[src/rtl/seg_scan_ctrl.sv]
// Scan controller for a 4-digit common-anode 7-segment display, one digit per slot with a blank gap.
// Latency: outputs registered; first digit lit BLANK_CYCLES+1 edges after enable; new value shown next frame.
// Backpressure: load_ready = pending buffer empty; pending drains only at a frame boundary or while idle.
module seg_scan_ctrl #(
  parameter int DIV_BITS     = 14,
  parameter int BLANK_CYCLES = 64
) (
  input  logic        CLK,
  input  logic        RST_N,
  input  logic        enable,
  input  logic        load_valid,
  output logic        load_ready,
  input  logic [15:0] load_value,
  input  logic [3:0]  load_dots,
  output logic [7:0]  seg,
  output logic [3:0]  digit_en,
  output logic        frame_done
);

  localparam logic [1:0] ST_IDLE  = 2'd0;
  localparam logic [1:0] ST_BLANK = 2'd1;
  localparam logic [1:0] ST_SHOW  = 2'd2;

  localparam logic [DIV_BITS-1:0] BLANK_LAST = DIV_BITS'(BLANK_CYCLES - 1);
  localparam logic [DIV_BITS-1:0] SLOT_LAST  = {DIV_BITS{1'b1}};

  logic [1:0]          state_q, state_d;
  logic [DIV_BITS-1:0] cnt_q, cnt_d;
  logic [1:0]          idx_q, idx_d;
  logic                pend_full_q, pend_full_d;
  logic [15:0]         pend_value_q, pend_value_d;
  logic [3:0]          pend_dots_q, pend_dots_d;
  logic [15:0]         act_value_q, act_value_d;
  logic [3:0]          act_dots_q, act_dots_d;
  logic [7:0]          seg_q, seg_d;
  logic [3:0]          digit_en_q, digit_en_d;
  logic                frame_done_q, frame_done_d;
  logic                boundary;
  logic                copy_en;
  logic                load_fire;
  logic [3:0]          nib_d;

  // Active-low gfedcba glyphs for hex digits.
  function automatic logic [6:0] font(input logic [3:0] n);
    case (n)
      4'h0:    font = 7'b1000000;
      4'h1:    font = 7'b1111001;
      4'h2:    font = 7'b0100100;
      4'h3:    font = 7'b0110000;
      4'h4:    font = 7'b0011001;
      4'h5:    font = 7'b0010010;
      4'h6:    font = 7'b0000010;
      4'h7:    font = 7'b1111000;
      4'h8:    font = 7'b0000000;
      4'h9:    font = 7'b0010000;
      4'hA:    font = 7'b0001000;
      4'hB:    font = 7'b0000011;
      4'hC:    font = 7'b1000110;
      4'hD:    font = 7'b0100001;
      4'hE:    font = 7'b0000110;
      default: font = 7'b0001110;
    endcase
  endfunction

  // Scan sequencing: slot counter, digit index and state; flags the entry into digit-0 blank.
  always_comb begin
    state_d      = state_q;
    cnt_d        = cnt_q;
    idx_d        = idx_q;
    frame_done_d = 1'b0;
    boundary     = 1'b0;
    if (!enable) begin
      // Abandon whatever frame is in progress; no frame_done.
      state_d = ST_IDLE;
      cnt_d   = '0;
      idx_d   = 2'd0;
    end else begin
      case (state_q)
        ST_IDLE: begin
          state_d  = ST_BLANK;
          cnt_d    = '0;
          idx_d    = 2'd0;
          boundary = 1'b1;
        end
        ST_BLANK: begin
          cnt_d = cnt_q + 1'b1;
          if (cnt_q == BLANK_LAST) state_d = ST_SHOW;
        end
        ST_SHOW: begin
          cnt_d = cnt_q + 1'b1;
          if (cnt_q == SLOT_LAST) begin
            state_d = ST_BLANK;
            idx_d   = idx_q + 2'd1;
            if (idx_q == 2'd3) begin
              frame_done_d = 1'b1;
              boundary     = 1'b1;
            end
          end
        end
        default: begin
          state_d = ST_IDLE;
          cnt_d   = '0;
          idx_d   = 2'd0;
        end
      endcase
    end
  end

  // Pending/active buffering: copying only at frame boundaries keeps a frame tear-free.
  always_comb begin
    load_fire    = load_valid && !pend_full_q;
    copy_en      = pend_full_q && ((state_q == ST_IDLE) || boundary);
    act_value_d  = copy_en ? pend_value_q : act_value_q;
    act_dots_d   = copy_en ? pend_dots_q  : act_dots_q;
    pend_value_d = load_fire ? load_value : pend_value_q;
    pend_dots_d  = load_fire ? load_dots  : pend_dots_q;
    if (load_fire)    pend_full_d = 1'b1;
    else if (copy_en) pend_full_d = 1'b0;
    else              pend_full_d = pend_full_q;
  end

  // Output decode from next-state values so the pins are registered alongside the state.
  always_comb begin
    case (idx_d)
      2'd0:    nib_d = act_value_d[15:12];
      2'd1:    nib_d = act_value_d[11:8];
      2'd2:    nib_d = act_value_d[7:4];
      default: nib_d = act_value_d[3:0];
    endcase
    seg_d      = 8'hFF;
    digit_en_d = 4'b0000;
    if (state_d == ST_SHOW) begin
      digit_en_d = 4'b0001 << idx_d;
      seg_d      = {~act_dots_d[idx_d], font(nib_d)};
    end
  end

  // State and output registers; reset darkens the display and drops any pending value.
  always_ff @(posedge CLK or negedge RST_N) begin
    if (!RST_N) begin
      state_q      <= ST_IDLE;
      cnt_q        <= '0;
      idx_q        <= 2'd0;
      pend_full_q  <= 1'b0;
      pend_value_q <= 16'h0000;
      pend_dots_q  <= 4'h0;
      act_value_q  <= 16'h0000;
      act_dots_q   <= 4'h0;
      seg_q        <= 8'hFF;
      digit_en_q   <= 4'b0000;
      frame_done_q <= 1'b0;
    end else begin
      state_q      <= state_d;
      cnt_q        <= cnt_d;
      idx_q        <= idx_d;
      pend_full_q  <= pend_full_d;
      pend_value_q <= pend_value_d;
      pend_dots_q  <= pend_dots_d;
      act_value_q  <= act_value_d;
      act_dots_q   <= act_dots_d;
      seg_q        <= seg_d;
      digit_en_q   <= digit_en_d;
      frame_done_q <= frame_done_d;
    end
  end

  assign load_ready = ~pend_full_q;
  assign seg        = seg_q;
  assign digit_en   = digit_en_q;
  assign frame_done = frame_done_q;

endmodule

[config.mk]
export PLATFORM = sky130hd
export DESIGN_NAME = seg_scan_ctrl
export DESIGN_NICKNAME = d
export VERILOG_FILES = /design/src/rtl/seg_scan_ctrl.sv
export SDC_FILE = /design/constraint.sdc
export NUM_CORES = 1
export LEC_CHECK = 0
export BUFFER_PORTS_ARGS = -buffer_cell sky130_fd_sc_hd__buf_4
export CORE_MARGIN = 8
export CORE_UTILIZATION = 60
export CTS_CLUSTER_SIZE = 20
export DETAILED_ROUTE_END_ITERATION = 10
export HOLD_SLACK_MARGIN = 0.06
export PLACE_DENSITY = 0.81
export SLEW_MARGIN = 10
export SYNTH_ARGS = -nofsm -noshare
export SYNTH_HDL_FRONTEND = slang
export SYNTH_SLANG_ARGS = --single-unit
export TNS_END_PERCENT = 50
[constraint.sdc]
create_clock -name CLK -period 5.2 [get_ports CLK]
set_input_delay 0.52 -clock CLK [delete_from_list [all_inputs] [get_ports CLK]]
set_output_delay 0.52 -clock CLK [all_outputs]
set_load 0.01 [all_outputs]
==> qor.csv <==
metric,value,unit
Max Cap Violations,0,
"Worst Path Class, Setup",reg2reg,
CP Max Fanout,17,
switch share,33.6,%
post-synth cell types,62,
grt total ovfl,0,
num rows,28,
# hold bufs at CTS,0,
sequential area share after synthesis,49.7,%
Reg power frac,45.2,%
I/O pins,38,
RSZ-0062 raised after global routing,no,
TritonCTS clock tree,built,
vias per std cell,5.91,
Core Box Area,5890,um2
Die Wd,94.0,um
global-route wire length before repair,12800,um
Storage cell area,1810,um2
vias in the first global route,2628,
DRC Markers,0,
Psw,0.573,mW
status,completed,
Clock Sink Count,72,
Final Skew,6.37,ps
Final nets,408,
Synth area leader,dfrtp_1,
combinational share of power,28.9,%
largest net degree at the start of global routing,73,
maximum clock frequency,0.255,GHz
pwr dens,412,nW/um2
setup tns final,0,ps
Setup crit end kind,register,
Syn. warnings,0,
Multi-input gate area,1690,um2
n_diodes,0,
H-tree depth,3,
synthesized-area fraction occupied by adder cells,4.12,%
setup bufs post-CTS,0,
Tmin final,3910,ps
cts repair resizes,0,
wire per inst,16.9,um
post-synthesis simple-gate area fraction,18.9,%
mux share of post-synthesis cell area,9.95,%
Clock Pin Slew Worst Setup and Hold Paths,80,ps
clock power share,25.9,%
Routed WL,7620,um
Final GP Congestion,0.920,
root buf cell,clkbuf_8,
Die Y,94.0,um
final setup violation count,0,
Leakage,1.88,nW
worst-skew pair later-pin latency,350,ps
DR pass1 iterations,4,
share of cells above drive strength 1,29.2,%
DRT iter0 DRCs,132,
top cell type's share of synthesized area,43.9,%
Syn Std Cell Area,3650,um2
initial core utilization,61.9,%
VDD IR max,0.265,mV
Hold Crit Class,in2async,
Post-Synthesis Cells,337,
antenna violations before repair,0,
top post-synthesis cells by area,"dfrtp_1, mux2_2, dfstp_2, ha_1, nor2_1",
most frequent cells in the layout,"dfrtp_1, buf_4, nor2_1",
main combinational cell family by area after synthesis,simple AND/OR/NAND/NOR gates,
number of synthesized flops with an enable pin,0,
WHS,280,ps
"Top FF cell, synth",dfrtp_1,
CP required,5490,ps
post-DP HPWL,5450,um
Compound-Gate Fraction of Synth Area,10.6,%
Rel. slew slack,34.1,%
clk buf depth,2,
Inserted Clock Buffers,9,
Synth async-reset ratio,100,%
"Hold Violations, Final",0,
Synth Net Count,373,
syn avg cell area,10.8,um2
actual slew at the worst max-slew pin,984,ps
total vias in the final route,2670,
max-slew violation count,0,
I/O Buffers,37,
Critical Path Start Type,register,
all-layer global routing usage,18.4,%
crit path DAT,4200,ps
internal cell power,1.13,mW
xor/xnor share of the synthesized area,2.88,%
area of the die,8830,um2
Final ANT Viol Nets,0,
Area Growth Syn to Fin,13.4,%
"most common cell after layout, fill and taps aside",dfrtp_1,
"flops & latches, synth",72,
fin util,70.2,%
final worst-path cycle share,75.3,%
final-layout fill cell count,454,
synth_stat cells (all sizes together), types with 4 or more instances:
library cell	n
a31oi	5
and2	4
and3	9
buf	6
clkbuf	8
dfrtp	64
dfstp	8
ha	12
inv	14
mux2	26
mux2i	7
nand2	30
nand3	20
nand4	7
nor2	33
nor3	5
o21ai	12
o221ai	5
xnor2	5
xor2	7
worst paths after layout:
| kind | from | endpoint | slack [ps] | cells after the start |
|---|---|---|---|---|
| max | cnt_q[0]$_DFF_PN0_ | seg[1]$_DFF_PN1_ | 1290 | 13 |
| min | RST_N | cnt_q[5]$_DFF_PN0_ | 280 | 1 |
| max reg2reg | cnt_q[0]$_DFF_PN0_ | seg[1]$_DFF_PN1_ | 1290 | 13 |
| min reg2reg | cnt_q[0]$_DFF_PN0_ | cnt_q[0]$_DFF_PN0_ | 490 | 1 |
| max in group asynchronous | RST_N | act_value_q[10]$_DFF_PN0_ | 4360 | 1 |
| min in group CLK | load_value[2] | pend_value_q[2]$_DFFE_PN0P_ | 380 | 3 |
state kept, by name, summed over array words and instances (netlist names):
name	cells
act_value_q	16
pend_dots_q	4
seg	8
cnt_q	14
frame_done	1
state_q	2
digit_en	4
pend_full_q	1
idx_q	2
pend_value_q	16
act_dots_q	4
stage by stage:
stage	worst slack (ps)	cell area, um2	instances	power (mW)
finish	1290	4130	452	1.70
global route	915	4130	452	1.80
CTS	1300	4130	452	1.70
detailed placement	1330	3940	436	1.26
global placement	1430	3940	436	1.23
floorplan	1990	3650	337	1.14
kinds of logic (layout without fill, tap and decap cells):
| logic type | count (synthesis) | after routing |
|---|---|---|
| and+or+nand+nor | 128 | 128 |
| AOI/OAI and AO/OA | 52 | 52 |
| DFF | 72 | 72 |
| buffers and inverters | 28 | 68 |
| muxes | 33 | 33 |
| adders and majority gates | 12 | 12 |
| xor gates and xnor gates | 12 | 12 |
power groups by stage:
stage,sequential [mW],combinational [mW],clock [mW]
detailed placement,0.776,0.482,0
finish,0.769,0.492,0.441
global route,0.785,0.543,0.468
CTS,0.768,0.489,0.444
global placement,0.769,0.462,0
floorplan,0.741,0.398,0
layer usage:
layer / GRT usage, % / vias up / wire length, um
met3: 4.24 / 15 / 358
li1: - / 1268 / -
met5: 0 / - / 0
met1: 23.6 / 1315 / 3540
met4: 8.59 / 0 / 158
met2: 28.9 / 72 / 3560
critical path, stage by stage (launching register included):
cell and delay (ps):
dfrtp_1 390, ha_1 240, nand4_2 130, nor4_4 770, mux2i_1 470, nand2_2 180, o32a_1 390, o221ai_1 260
nor2_1 140, inv_1 160, ha_1 280, nor2_2 110, nor3_1 60, a211o_1 270
cell type report:
class                      instances  share of cell area (%)
multi-input combinational        237                    41.0
clock buffer                       9                    3.00
inverter                          14                    1.27
timing repair buffer              38                    6.90
clock inverter                     7                    1.76
tap                               75                    2.27
sequential                        72                    43.8
Power figures use the tool's default switching activity.
